**src/rtl/uart_pkg.sv**
```systemverilog
// Shared types and limits for the UART receive-side controller.
package uart_pkg;
    localparam int FRAME_W = 9;
    localparam int BAUD_W  = 3;
    localparam int LEN_W   = 4;
    localparam logic [LEN_W-1:0] LEN_MIN = 4'd5;
    localparam logic [LEN_W-1:0] LEN_MAX = 4'd9;

    typedef enum logic [1:0] {RUN, DRAIN, APPLY, SETTLE} state_t;

    // A 9-bit frame leaves no room for a parity bit.
    function automatic logic cfg_ok(input logic [LEN_W-1:0] len, input logic par);
        return (len >= LEN_MIN) && (len <= LEN_MAX) && !((len == LEN_MAX) && par);
    endfunction
endpackage

```
**src/rtl/uart_rx_ctrl_if.sv**
```systemverilog
// Host configuration port and frame output stream of uart_rx_ctrl.
interface uart_rx_ctrl_if;
    import uart_pkg::*;

    logic                cfg_wr;
    logic [BAUD_W-1:0]   cfg_baud;
    logic                cfg_parity;
    logic                cfg_parity_type;
    logic                cfg_stop_bits;
    logic [LEN_W-1:0]    cfg_len;
    logic                cfg_busy;
    logic                cfg_done;
    logic                cfg_err;
    // Output stream: a frame transfers on every clk edge where dout_valid and
    // dout_ready are both high; dout holds steady while dout_valid waits for ready.
    logic [FRAME_W-1:0]  dout;
    logic                dout_valid;
    logic                dout_ready;
    logic                overflow;
    logic                ovf_clr;

    modport master (
        output cfg_wr, cfg_baud, cfg_parity, cfg_parity_type, cfg_stop_bits, cfg_len,
        output dout_ready, ovf_clr,
        input  cfg_busy, cfg_done, cfg_err, dout, dout_valid, overflow
    );

    modport slave (
        input  cfg_wr, cfg_baud, cfg_parity, cfg_parity_type, cfg_stop_bits, cfg_len,
        input  dout_ready, ovf_clr,
        output cfg_busy, cfg_done, cfg_err, dout, dout_valid, overflow
    );
endinterface

```
**src/rtl/uart_frame_fifo.sv**
```systemverilog
// Small frame FIFO with a registered head, valid/ready output and a sticky drop flag.
module uart_frame_fifo import uart_pkg::*; #(
    parameter int DEPTH = 4
) (
    input  logic               clk,
    input  logic               rst_n,
    input  logic               push,
    input  logic [FRAME_W-1:0] din,
    output logic [FRAME_W-1:0] dout,
    output logic               dout_valid,
    input  logic               dout_ready,
    output logic               overflow,
    input  logic               ovf_clr
);
    localparam int AW = $clog2(DEPTH);

    logic [FRAME_W-1:0] mem [DEPTH];
    logic [AW-1:0]      wr_ptr, rd_ptr, rd_nxt;
    logic [AW:0]        count, count_nxt;
    logic               full, pop, wr_en, drop;

    assign full       = (count == (AW+1)'(DEPTH));
    assign dout_valid = (count != '0);
    assign pop        = dout_valid && dout_ready;
    assign wr_en      = push && (!full || pop);
    assign drop       = push && full && !pop;
    assign rd_nxt     = pop ? rd_ptr + AW'(1) : rd_ptr;

    always_comb begin
        count_nxt = count;
        case ({wr_en, pop})
            2'b10:   count_nxt = count + (AW+1)'(1);
            2'b01:   count_nxt = count - (AW+1)'(1);
            default: count_nxt = count;
        endcase
    end

    always_ff @(posedge clk) begin
        if (wr_en) mem[wr_ptr] <= din;
    end

    always_ff @(posedge clk or negedge rst_n) begin
        if (!rst_n) begin
            wr_ptr   <= '0;
            rd_ptr   <= '0;
            count    <= '0;
            dout     <= '0;
            overflow <= 1'b0;
        end else begin
            if (wr_en) wr_ptr <= wr_ptr + AW'(1);
            rd_ptr <= rd_nxt;
            count  <= count_nxt;
            // The incoming frame becomes the head when it lands on the next read slot.
            if (count_nxt == '0)
                dout <= '0;
            else if (wr_en && (wr_ptr == rd_nxt))
                dout <= din;
            else
                dout <= mem[rd_nxt];
            if (drop)
                overflow <= 1'b1;
            else if (ovf_clr)
                overflow <= 1'b0;
        end
    end
endmodule

```
**src/rtl/uart_rx_ctrl.sv**
```systemverilog
// Receive-path configuration owner: applies host settings on an idle line and buffers frames.
module uart_rx_ctrl import uart_pkg::*; #(
    parameter int                DEPTH      = 4,
    parameter int                IDLE_CYC   = 160,
    parameter int                SETTLE_CYC = 32,
    parameter logic [BAUD_W-1:0] DEF_BAUD   = 3'd2,
    parameter logic [LEN_W-1:0]  DEF_LEN    = 4'd8
) (
    input  logic               clk,
    input  logic               rst,
    input  logic               rx_in,
    output logic               rx_out,
    uart_rx_ctrl_if.slave      bus,
    output logic [BAUD_W-1:0]  baud,
    output logic               parity,
    output logic               parity_type,
    output logic               stop_bits,
    output logic [LEN_W-1:0]   frame_length,
    output logic               baud_ready,
    input  logic [FRAME_W-1:0] frame_in,
    input  logic               frame_valid_in,
    output state_t             state
);
    localparam int IDLE_W = $clog2(IDLE_CYC + 1);
    localparam int SET_W  = $clog2(SETTLE_CYC + 1);

    state_t            state_q, state_nxt;
    logic [IDLE_W-1:0] idle_cnt;
    logic [SET_W-1:0]  settle_cnt;
    logic [BAUD_W-1:0] sh_baud;
    logic [LEN_W-1:0]  sh_len;
    logic              sh_par, sh_ptype, sh_stop;
    logic              pending, cfg_busy, cfg_done_q, cfg_err_q;
    logic              wr_ok, wr_bad, settle_end;

    assign wr_ok      = bus.cfg_wr && (state_q == RUN) && cfg_ok(bus.cfg_len, bus.cfg_parity);
    assign wr_bad     = bus.cfg_wr && !wr_ok;
    assign settle_end = (settle_cnt == SET_W'(SETTLE_CYC - 1));

    always_ff @(posedge clk or negedge rst) begin
        if (!rst) state_q <= APPLY;
        else      state_q <= state_nxt;
    end

    always_comb begin
        state_nxt  = state_q;
        baud_ready = 1'b1;
        rx_out     = rx_in;
        cfg_busy   = 1'b1;
        case (state_q)
            RUN: begin
                cfg_busy = 1'b0;
                if (wr_ok) state_nxt = DRAIN;
            end
            DRAIN: begin
                if (rx_in && (idle_cnt == IDLE_W'(IDLE_CYC - 1))) state_nxt = APPLY;
            end
            APPLY: begin
                baud_ready = 1'b0;
                rx_out     = 1'b1;
                state_nxt  = SETTLE;
            end
            SETTLE: begin
                rx_out = 1'b1;
                if (settle_end) state_nxt = RUN;
            end
            default: state_nxt = APPLY;
        endcase
    end

    always_ff @(posedge clk or negedge rst) begin
        if (!rst) begin
            idle_cnt   <= '0;
            settle_cnt <= '0;
        end else begin
            idle_cnt   <= ((state_q == DRAIN) && rx_in) ? idle_cnt + IDLE_W'(1) : '0;
            settle_cnt <= (state_q == SETTLE) ? settle_cnt + SET_W'(1) : '0;
        end
    end

    always_ff @(posedge clk or negedge rst) begin
        if (!rst) begin
            sh_baud <= DEF_BAUD;
            sh_len  <= DEF_LEN;
            sh_par  <= 1'b0;
            sh_ptype <= 1'b0;
            sh_stop <= 1'b0;
        end else if (wr_ok) begin
            sh_baud  <= bus.cfg_baud;
            sh_len   <= bus.cfg_len;
            sh_par   <= bus.cfg_parity;
            sh_ptype <= bus.cfg_parity_type;
            sh_stop  <= bus.cfg_stop_bits;
        end
    end

    // Active settings change on entry to APPLY so they are visible while baud_ready is low.
    always_ff @(posedge clk or negedge rst) begin
        if (!rst) begin
            baud         <= DEF_BAUD;
            frame_length <= DEF_LEN;
            parity       <= 1'b0;
            parity_type  <= 1'b0;
            stop_bits    <= 1'b0;
        end else if (state_nxt == APPLY) begin
            baud         <= sh_baud;
            frame_length <= sh_len;
            parity       <= sh_par;
            parity_type  <= sh_ptype;
            stop_bits    <= sh_stop;
        end
    end

    // pending separates a host-driven change from the post-reset bring-up.
    always_ff @(posedge clk or negedge rst) begin
        if (!rst) begin
            pending    <= 1'b0;
            cfg_done_q <= 1'b0;
            cfg_err_q  <= 1'b0;
        end else begin
            cfg_err_q  <= wr_bad;
            cfg_done_q <= (state_q == SETTLE) && settle_end && pending;
            if (wr_ok)
                pending <= 1'b1;
            else if ((state_q == SETTLE) && settle_end)
                pending <= 1'b0;
        end
    end

    assign bus.cfg_busy = cfg_busy;
    assign bus.cfg_done = cfg_done_q;
    assign bus.cfg_err  = cfg_err_q;
    assign state        = state_q;

    uart_frame_fifo #(.DEPTH(DEPTH)) u_fifo (
        .clk        (clk),
        .rst_n      (rst),
        .push       (frame_valid_in),
        .din        (frame_in),
        .dout       (bus.dout),
        .dout_valid (bus.dout_valid),
        .dout_ready (bus.dout_ready),
        .overflow   (bus.overflow),
        .ovf_clr    (bus.ovf_clr)
    );
endmodule

```
**src/flat_wrapper.sv**
```systemverilog
// flat-port wrapper written by rule: the top's interface ports become plain ports
module uart_rx_ctrl_flat import uart_pkg::*;
#(
    parameter int                DEPTH      = 4,
    parameter int                IDLE_CYC   = 160,
    parameter int                SETTLE_CYC = 32,
    parameter logic [BAUD_W-1:0] DEF_BAUD   = 3'd2,
    parameter logic [LEN_W-1:0]  DEF_LEN    = 4'd8
)
  (clk, rst, rx_in, rx_out, baud, parity, parity_type, stop_bits, frame_length, baud_ready, frame_in, frame_valid_in, state, bus_cfg_wr, bus_cfg_baud, bus_cfg_parity, bus_cfg_parity_type, bus_cfg_stop_bits, bus_cfg_len, bus_dout_ready, bus_ovf_clr, bus_cfg_busy, bus_cfg_done, bus_cfg_err, bus_dout, bus_dout_valid, bus_overflow);
  uart_rx_ctrl_if bus_i ();
  input  logic clk;
  input  logic rst;
  input  logic rx_in;
  output logic rx_out;
  output logic [BAUD_W-1:0] baud;
  output logic parity;
  output logic parity_type;
  output logic stop_bits;
  output logic [LEN_W-1:0] frame_length;
  output logic baud_ready;
  input  logic [FRAME_W-1:0] frame_in;
  input  logic frame_valid_in;
  output state_t state;
  input wire logic [$bits(bus_i.cfg_wr)-1:0] bus_cfg_wr;
  input wire logic [$bits(bus_i.cfg_baud)-1:0] bus_cfg_baud;
  input wire logic [$bits(bus_i.cfg_parity)-1:0] bus_cfg_parity;
  input wire logic [$bits(bus_i.cfg_parity_type)-1:0] bus_cfg_parity_type;
  input wire logic [$bits(bus_i.cfg_stop_bits)-1:0] bus_cfg_stop_bits;
  input wire logic [$bits(bus_i.cfg_len)-1:0] bus_cfg_len;
  input wire logic [$bits(bus_i.dout_ready)-1:0] bus_dout_ready;
  input wire logic [$bits(bus_i.ovf_clr)-1:0] bus_ovf_clr;
  output wire logic [$bits(bus_i.cfg_busy)-1:0] bus_cfg_busy;
  output wire logic [$bits(bus_i.cfg_done)-1:0] bus_cfg_done;
  output wire logic [$bits(bus_i.cfg_err)-1:0] bus_cfg_err;
  output wire logic [$bits(bus_i.dout)-1:0] bus_dout;
  output wire logic [$bits(bus_i.dout_valid)-1:0] bus_dout_valid;
  output wire logic [$bits(bus_i.overflow)-1:0] bus_overflow;
  assign bus_i.cfg_wr = bus_cfg_wr;
  assign bus_i.cfg_baud = bus_cfg_baud;
  assign bus_i.cfg_parity = bus_cfg_parity;
  assign bus_i.cfg_parity_type = bus_cfg_parity_type;
  assign bus_i.cfg_stop_bits = bus_cfg_stop_bits;
  assign bus_i.cfg_len = bus_cfg_len;
  assign bus_i.dout_ready = bus_dout_ready;
  assign bus_i.ovf_clr = bus_ovf_clr;
  assign bus_cfg_busy = bus_i.cfg_busy;
  assign bus_cfg_done = bus_i.cfg_done;
  assign bus_cfg_err = bus_i.cfg_err;
  assign bus_dout = bus_i.dout;
  assign bus_dout_valid = bus_i.dout_valid;
  assign bus_overflow = bus_i.overflow;
  uart_rx_ctrl #(.DEPTH(DEPTH), .IDLE_CYC(IDLE_CYC), .SETTLE_CYC(SETTLE_CYC), .DEF_BAUD(DEF_BAUD), .DEF_LEN(DEF_LEN)) u_core (.clk(clk), .rst(rst), .rx_in(rx_in), .rx_out(rx_out), .bus(bus_i), .baud(baud), .parity(parity), .parity_type(parity_type), .stop_bits(stop_bits), .frame_length(frame_length), .baud_ready(baud_ready), .frame_in(frame_in), .frame_valid_in(frame_valid_in), .state(state));
endmodule
```
**config.mk**
```make
export PLATFORM = sky130hd
export DESIGN_NAME = uart_rx_ctrl_flat
export DESIGN_NICKNAME = d
export VERILOG_FILES = /design/src/rtl/uart_pkg.sv /design/src/rtl/uart_rx_ctrl_if.sv /design/src/rtl/uart_frame_fifo.sv /design/src/rtl/uart_rx_ctrl.sv /design/src/flat_wrapper.sv
export SDC_FILE = /design/constraint.sdc
export NUM_CORES = 1
export LEC_CHECK = 0
export ABC_CLOCK_PERIOD_IN_PS = 2700
export BUFFER_PORTS_ARGS = -buffer_cell sky130_fd_sc_hd__buf_2
export CAP_MARGIN = 20
export CORE_MARGIN = 2
export CORE_UTILIZATION = 40
export CTS_CLUSTER_SIZE = 12
export DETAILED_ROUTE_END_ITERATION = 16
export GPL_TIMING_DRIVEN = 0
export PLACE_DENSITY = 0.69
export SETUP_SLACK_MARGIN = 0.2
export SLEW_MARGIN = 20
export SYNTH_ARGS = -nofsm -noshare
export SYNTH_HDL_FRONTEND = slang
export SYNTH_HIERARCHICAL = 1
export SYNTH_SLANG_ARGS = --single-unit
export TNS_END_PERCENT = 30
```
**constraint.sdc**
```tcl
create_clock -name clk -period 2.7 [get_ports clk]
set_input_delay 0.27 -clock clk [delete_from_list [all_inputs] [get_ports clk]]
set_output_delay 0.27 -clock clk [all_outputs]
set_load 0.005 [all_outputs]
```
## Word-level counts from Yosys, hierarchy flattened

Memories as Yosys holds them, arrays and structs flattened.
Cells that the tools add are included.

- Register bits: 56
- Bits in writable memories: 36
- Input bits: 26
- Output and inout port bits: 28
- Logic and storage cells: 86
- Memories: 1

Memory list:

| memory | words | width | rd ports | clocked after memory_dff | wr ports | line | text |
|---|---|---|---|---|---|---|---|
| u_core.u_fifo.mem | 4 | 9 | 1 | 0 | 1 | uart_frame_fifo.sv:17 | `logic [FRAME_W-1:0] mem [DEPTH];` |

- Add/sub/neg operators: 6
- Magnitude comparators: 2
- Eq/ne operators: 11
- Muxes and demuxes: 19
- Reduce and logical (&&, ||, !) cells: 26

Operators with widths:

| cell | count |
|---|---|
| $mux 9 | 2 |
| $logic_and 1x1->1 | 15 |
| $mux 1 | 9 |
| $add 8x1->8 const B | 1 |
| $eq 2x2->1 const B | 4 |
| $eq 8x8->1 const B | 1 |
| $mux 2 | 4 |
| $mux 8 | 1 |
| $pmux 2 s4 | 1 |
| $add 6x1->6 const B | 1 |
| $eq 6x5->1 const B | 1 |
| $mux 6 | 1 |
| $pmux 3 s2 | 1 |
| $add 2x1->2 const B | 2 |
| $eq 2x1->1 const B | 2 |
| $eq 4x4->1 const B | 1 |
| $ge 4x3->1 const B | 1 |
| $le 4x4->1 const B | 1 |
| $logic_not 1->1 | 4 |
| $reduce_bool 2->1 | 2 |
| $add 3x1->3 const B | 1 |
| $eq 3x3->1 const B | 1 |
| $logic_not 3->1 | 1 |
| $reduce_bool 3->1 | 1 |
| other kinds (5) | 5 |

## Longest topological paths before layout

- Depth after elaboration: 8
- Gate-level depth with buffers: 12

## Cells and area by module

The synthesis kept the hierarchy.

By module, submodules not included:

| module | instances | cells each | area each (µm²) | sequential area each (µm²) |
|---|---|---|---|---|
| uart_frame_fifo | 1 | 192 | 2610.0 | 1506.4 |
| uart_rx_ctrl | 1 | 134 | 1672.9 | 982.2 |

## Worst setup path before layout

No wires, ideal clock.

- Path type: register to register
- Start: reg u_core.u_fifo.count[0]
- End: reg u_core.u_fifo.dout[0]
- Arrival: 2.674 ns
- Required time: 2.569 ns
- Setup slack: -0.105 ns
- Cell stages (with the launch flop): 13
- Cells stage by stage: dfrtp_1 buf_6 nor4b_2 nor2b_1 buf_4 or2_2 fa_1 or3b_1 nand3_1 o311ai_1 o21ba_1 buf_6 o2bb2ai_1

- Word-level cells in the longest chain between the ends: 8
- Elaborated cells between the ends (all ways): 18
- Those cells by class: add/sub: 2; eq/ne: 4; mux: 4; reduce/logical: 7; memory: 1

Ends and longest elaborated chain:

| item | line | text |
|---|---|---|
| from (decl) | uart_frame_fifo.sv:19 | `logic [AW:0] count, count_nxt;` |
| from (signal assigned) | uart_frame_fifo.sv:52 | `count <= count_nxt;` |
| $eq 3x3->1 or $reduce_bool 3->1 (tied branches) | uart_frame_fifo.sv:22, uart_frame_fifo.sv:23 |  |
| $logic_not 1->1 or $logic_and 1x1->1 (tied branches) | uart_frame_fifo.sv:25, uart_frame_fifo.sv:24 |  |
| $logic_or 1x1->1 | uart_frame_fifo.sv:25 | `assign wr_en = push && (!full \|\| pop);` |
| $logic_and 1x1->1 | uart_frame_fifo.sv:25 |  |
| $eq 2x1->1 or $eq 2x2->1 (tied branches) | uart_frame_fifo.sv:31 | `case ({wr_en, pop})` |
| $pmux 3 s2 (*) | uart_frame_fifo.sv:31 |  |
| named net u_core.u_fifo.count_nxt[2] | uart_frame_fifo.sv:19 |  |
| $logic_not 3->1 (*) | uart_frame_fifo.sv:54 | `if (count_nxt == '0)` |
| $mux 9 (*) | uart_frame_fifo.sv:54 |  |
| to (signal assigned) | uart_frame_fifo.sv:57 | `dout <= din;` |
| to (signal assigned) | uart_frame_fifo.sv:59 | `dout <= mem[rd_nxt];` |
| to (decl) | uart_frame_fifo.sv:9 | `output logic [FRAME_W-1:0] dout,` |

Mark *: on every way through the listed nets, which the timed path passes. The rest lies on a longest branch.
A chain may end at the register's enable or synchronous reset.

## Worst setup path in the final report

- Start: reg u_core.u_fifo.count[1]
- End: reg u_core.u_fifo.dout[4]

Same word-level chain as after synthesis.

==> results.json <==
{
  "status": "finished, violations left",
  "violations": "setup timing",
  "grt.total_usage": 0.164,
  "power.leakage_nw": 2.21,
  "rsz0062_at_grt": "true",
  "worstPathArrival_ps": 3070,
  "cap_violations": 0,
  "vdd_ir_drop_max_v": 0.000389,
  "via_per_inst": 5.16,
  "crit_family": "simple AND/OR/NAND/NOR gates",
  "synth_common_cells": "51 x dfrtp_1, 36 x edfxtp_1, 36 x mux2i_1",
  "ys_types": 49,
  "clk_latency_ps": 350,
  "finalWorstSetupSlack_ps": -129,
  "crit_slowest_cell": "or3b_4",
  "cpMostUsedCell": "buf_6",
  "grt_pass1_wl_um": 14600,
  "ant_nets": 0,
  "critPathLaunchType": "flip-flop",
  "worstSetupPathType": "reg2reg",
  "slew_violations": 0,
  "path_max_fanout": 9,
  "dp_slack_ps": -403,
  "dieArea_um2": 11600,
  "die_y_um": 107,
  "required_ps": 2940,
  "grt_pass1_vias": 2987,
  "syn2layout_area_growth_pct": 17.7,
  "yosysSeqAreaShare": 0.581,
  "cp_num_buf_inv": 3,
  "synth_top_cell_area_share": 0.298,
  "io_pins": 54,
  "drc_errors": 0,
  "initial_utilization": 0.413,
  "antenna_found_initial": 0,
  "drt_iter0_drc": 97,
  "fin_util": 0.486,
  "avgRoutedWirePerCell_um": 16.2,
  "relSlewSlack": 0.507,
  "antenna_cells": 0,
  "dr.pass1.iters": 4,
  "synth_most_common_cell": "dfrtp_1",
  "nFillCells": 952,
  "whs_ps": 104,
  "path_cells": "buf_6, nor4b_4, nor2b_1, buf_4, or2_4, fa_2, or3b_4, nand3_4, o311ai_4, o21ba_1, buf_6, o2bb2ai_1",
  "cts_max_level": 3,
  "synth_top_area_cell": "dfrtp_1",
  "ys_top_cells_by_area": "dfrtp_1 30%, edfxtp_1 25%, mux2i_1 8.4%",
  "layout-drive-gt1-share": 0.310,
  "synthCells": 326,
  "cts_made_buffers": 9,
  "finalSetupViolCount": 9,
  "placed_cells": 514,
  "skew_ps": 8.38,
  "cts-root-buf": "clkbuf_8",
  "routed_wl_um": 8700,
  "yosysWarnings": 6,
  "synth-async-reset-ratio": 0.609,
  "path_clk_slew_ps": 90,
  "synth.avg_cell_area_um2": 13.1,
  "hold_violations": 0,
  "io_buffers": 52,
  "grt_max_degree": 57,
  "place.gp.congestion": 0.727,
  "grt-ovfl-total": 0,
  "cts_max_path_buffers": 2,
  "finalNetCount": 428,
  "power_density_nw_per_um2": 915,
  "period_needed_ps": 2830,
  "postPlaceCellArea_um2": 4740,
  "synth_edf_count": 36,
  "fmax_mhz": 354,
  "syn_nets": 359,
  "dp_hpwl_um": 5730,
  "syn_area_um2": 4280,
  "die_x_um": 107,
  "final_cells": 536,
  "clock_sinks": 92,
  "tightest_slew_ps": 739,
  "synth_ff_type": "dfrtp_1",
  "vias": 2765,
  "min_path_type": "in2reg",
  "num_rows": 37,
  "worst_setup_path_end_kind": "flip-flop",
  "core_area_um2": 10400,
  "ys_seq_elements": 92,
  "cp_slowest_stage_delay_ps": 390,
  "cts_tree": "done",
  "fin_crit_sh": 1.05,
  "fin_area_um2": 5040
}
-- metal layers --
metal	global-route usage	part of all wire	routed length, um
met1	0.195	0.44	3820
met2	0.292	0.50	4310
met3	0.0484	0.055	479
met4	0.0366	0.011	95
met5	0	0	0
-- power by group --
part           switching (W)  internal [W]
Sequential          0.000150       0.00178
Combinational       0.000957      0.000830
Clock               0.000466      0.000429
Total                0.00157       0.00304
-- cell usage in the layout (no fill, tap or decap), types with 4 or more instances in the layout --
cell type / synthesis / routed
buf_2: 4 / 54
dfrtp_1: 51 / 51
mux2i_1: 36 / 36
edfxtp_1: 36 / 36
nor2_1: 26 / 26
o22ai_1: 19 / 19
nand2_1: 16 / 16
mux2_2: 12 / 12
inv_1: 10 / 10
clkbuf_8: 0 / 9
buf_4: 4 / 9
o21ai_0: 9 / 9
xor2_1: 9 / 9
xnor2_1: 9 / 9
o2bb2ai_1: 9 / 8
buf_6: 6 / 7
mux2_4: 6 / 6
ha_1: 6 / 6
nand3_1: 6 / 5
and2_1: 5 / 5
dfstp_2: 5 / 5
and3_1: 4 / 4
-- final cells by class --
| cell class | instances | area [um^2] | share of cell area |
|---|---|---|---|
| flip-flops and latches | 92 | 2490 | 0.494 |
| clock inverters | 6 | 63.8 | 0.0127 |
| clock buffers | 10 | 128 | 0.0253 |
| inverters | 10 | 37.5 | 0.00745 |
| plain buffers | 17 | 135 | 0.0268 |
| multi-input cells | 207 | 1700 | 0.336 |
| repair buffers | 58 | 323 | 0.0640 |
| well taps | 136 | 170 | 0.0338 |
-- registers in the layout, indices dropped and copies added, names as in the netlist, 2 cells and up --
register	cells
u_core/sh_len	4
u_core/baud	3
u_core/u_fifo/count	3
u_core/frame_length	4
u_core/u_fifo/rd_ptr	2
u_core/state	2
u_core/settle_cnt	6
u_core/sh_baud	3
u_core/u_fifo/wr_ptr	2
u_core/u_fifo/mem	36
u_core/u_fifo/dout	9
u_core/idle_cnt	8
-- kinds of logic (layout without fill, tap and decap cells) --
| logic type | after synthesis | after routing | share of synthesized area |
|---|---|---|---|
| mux | 54 | 54 | 0.137 |
| fa+ha+maj | 7 | 7 | 0.0222 |
| compound gates | 49 | 49 | 0.0847 |
| simple gates | 78 | 78 | 0.0944 |
| buf+inv | 27 | 101 | 0.0389 |
| xor+xnor | 19 | 19 | 0.0421 |
| flops | 92 | 92 | 0.581 |
-- final timing paths --
kind                                                      endpoint                        startpoint  depth (start not counted)  slack (ps)
worst max-delay path               u_core/u_fifo/dout[4]$_DFF_PN0_  u_core/u_fifo/count[1]$_DFF_PN0_                         12        -130
min in group asynchronous             u_core/bus.cfg_err$_DFF_PN0_                               rst                          2         520
worst min-delay path            u_core/u_fifo/overflow$_DFFE_PN0P_                       bus_ovf_clr                          2         100
max in group asynchronous        u_core/u_fifo/rd_ptr[0]$_DFF_PN0_                               rst                          2        1680
worst max register to register     u_core/u_fifo/dout[4]$_DFF_PN0_  u_core/u_fifo/count[1]$_DFF_PN0_                         12        -130
worst min register to register      u_core/settle_cnt[0]$_DFF_PN0_    u_core/settle_cnt[0]$_DFF_PN0_                          1         480
-- metrics by stage --
| step | TNS, ps | total power [W] |
|---|---|---|
| global placement | -2810 | 0.00350 |
| global route | -2020 | 0.00490 |
| floorplan | 0 | 0.00308 |
| CTS | -972 | 0.00463 |
| finish | -1060 | 0.00461 |
| detailed placement | -3270 | 0.00357 |
-- repair_timing --
action                                  CTS  global route
endpoints found under the hold margin    10             0
resized for setup                         5             3
buffers inserted                          3             2
pin swaps                                 4             2
endpoints found under the setup margin    9            10
hold buffers                              1             0
Power figures use the tool's default switching activity.
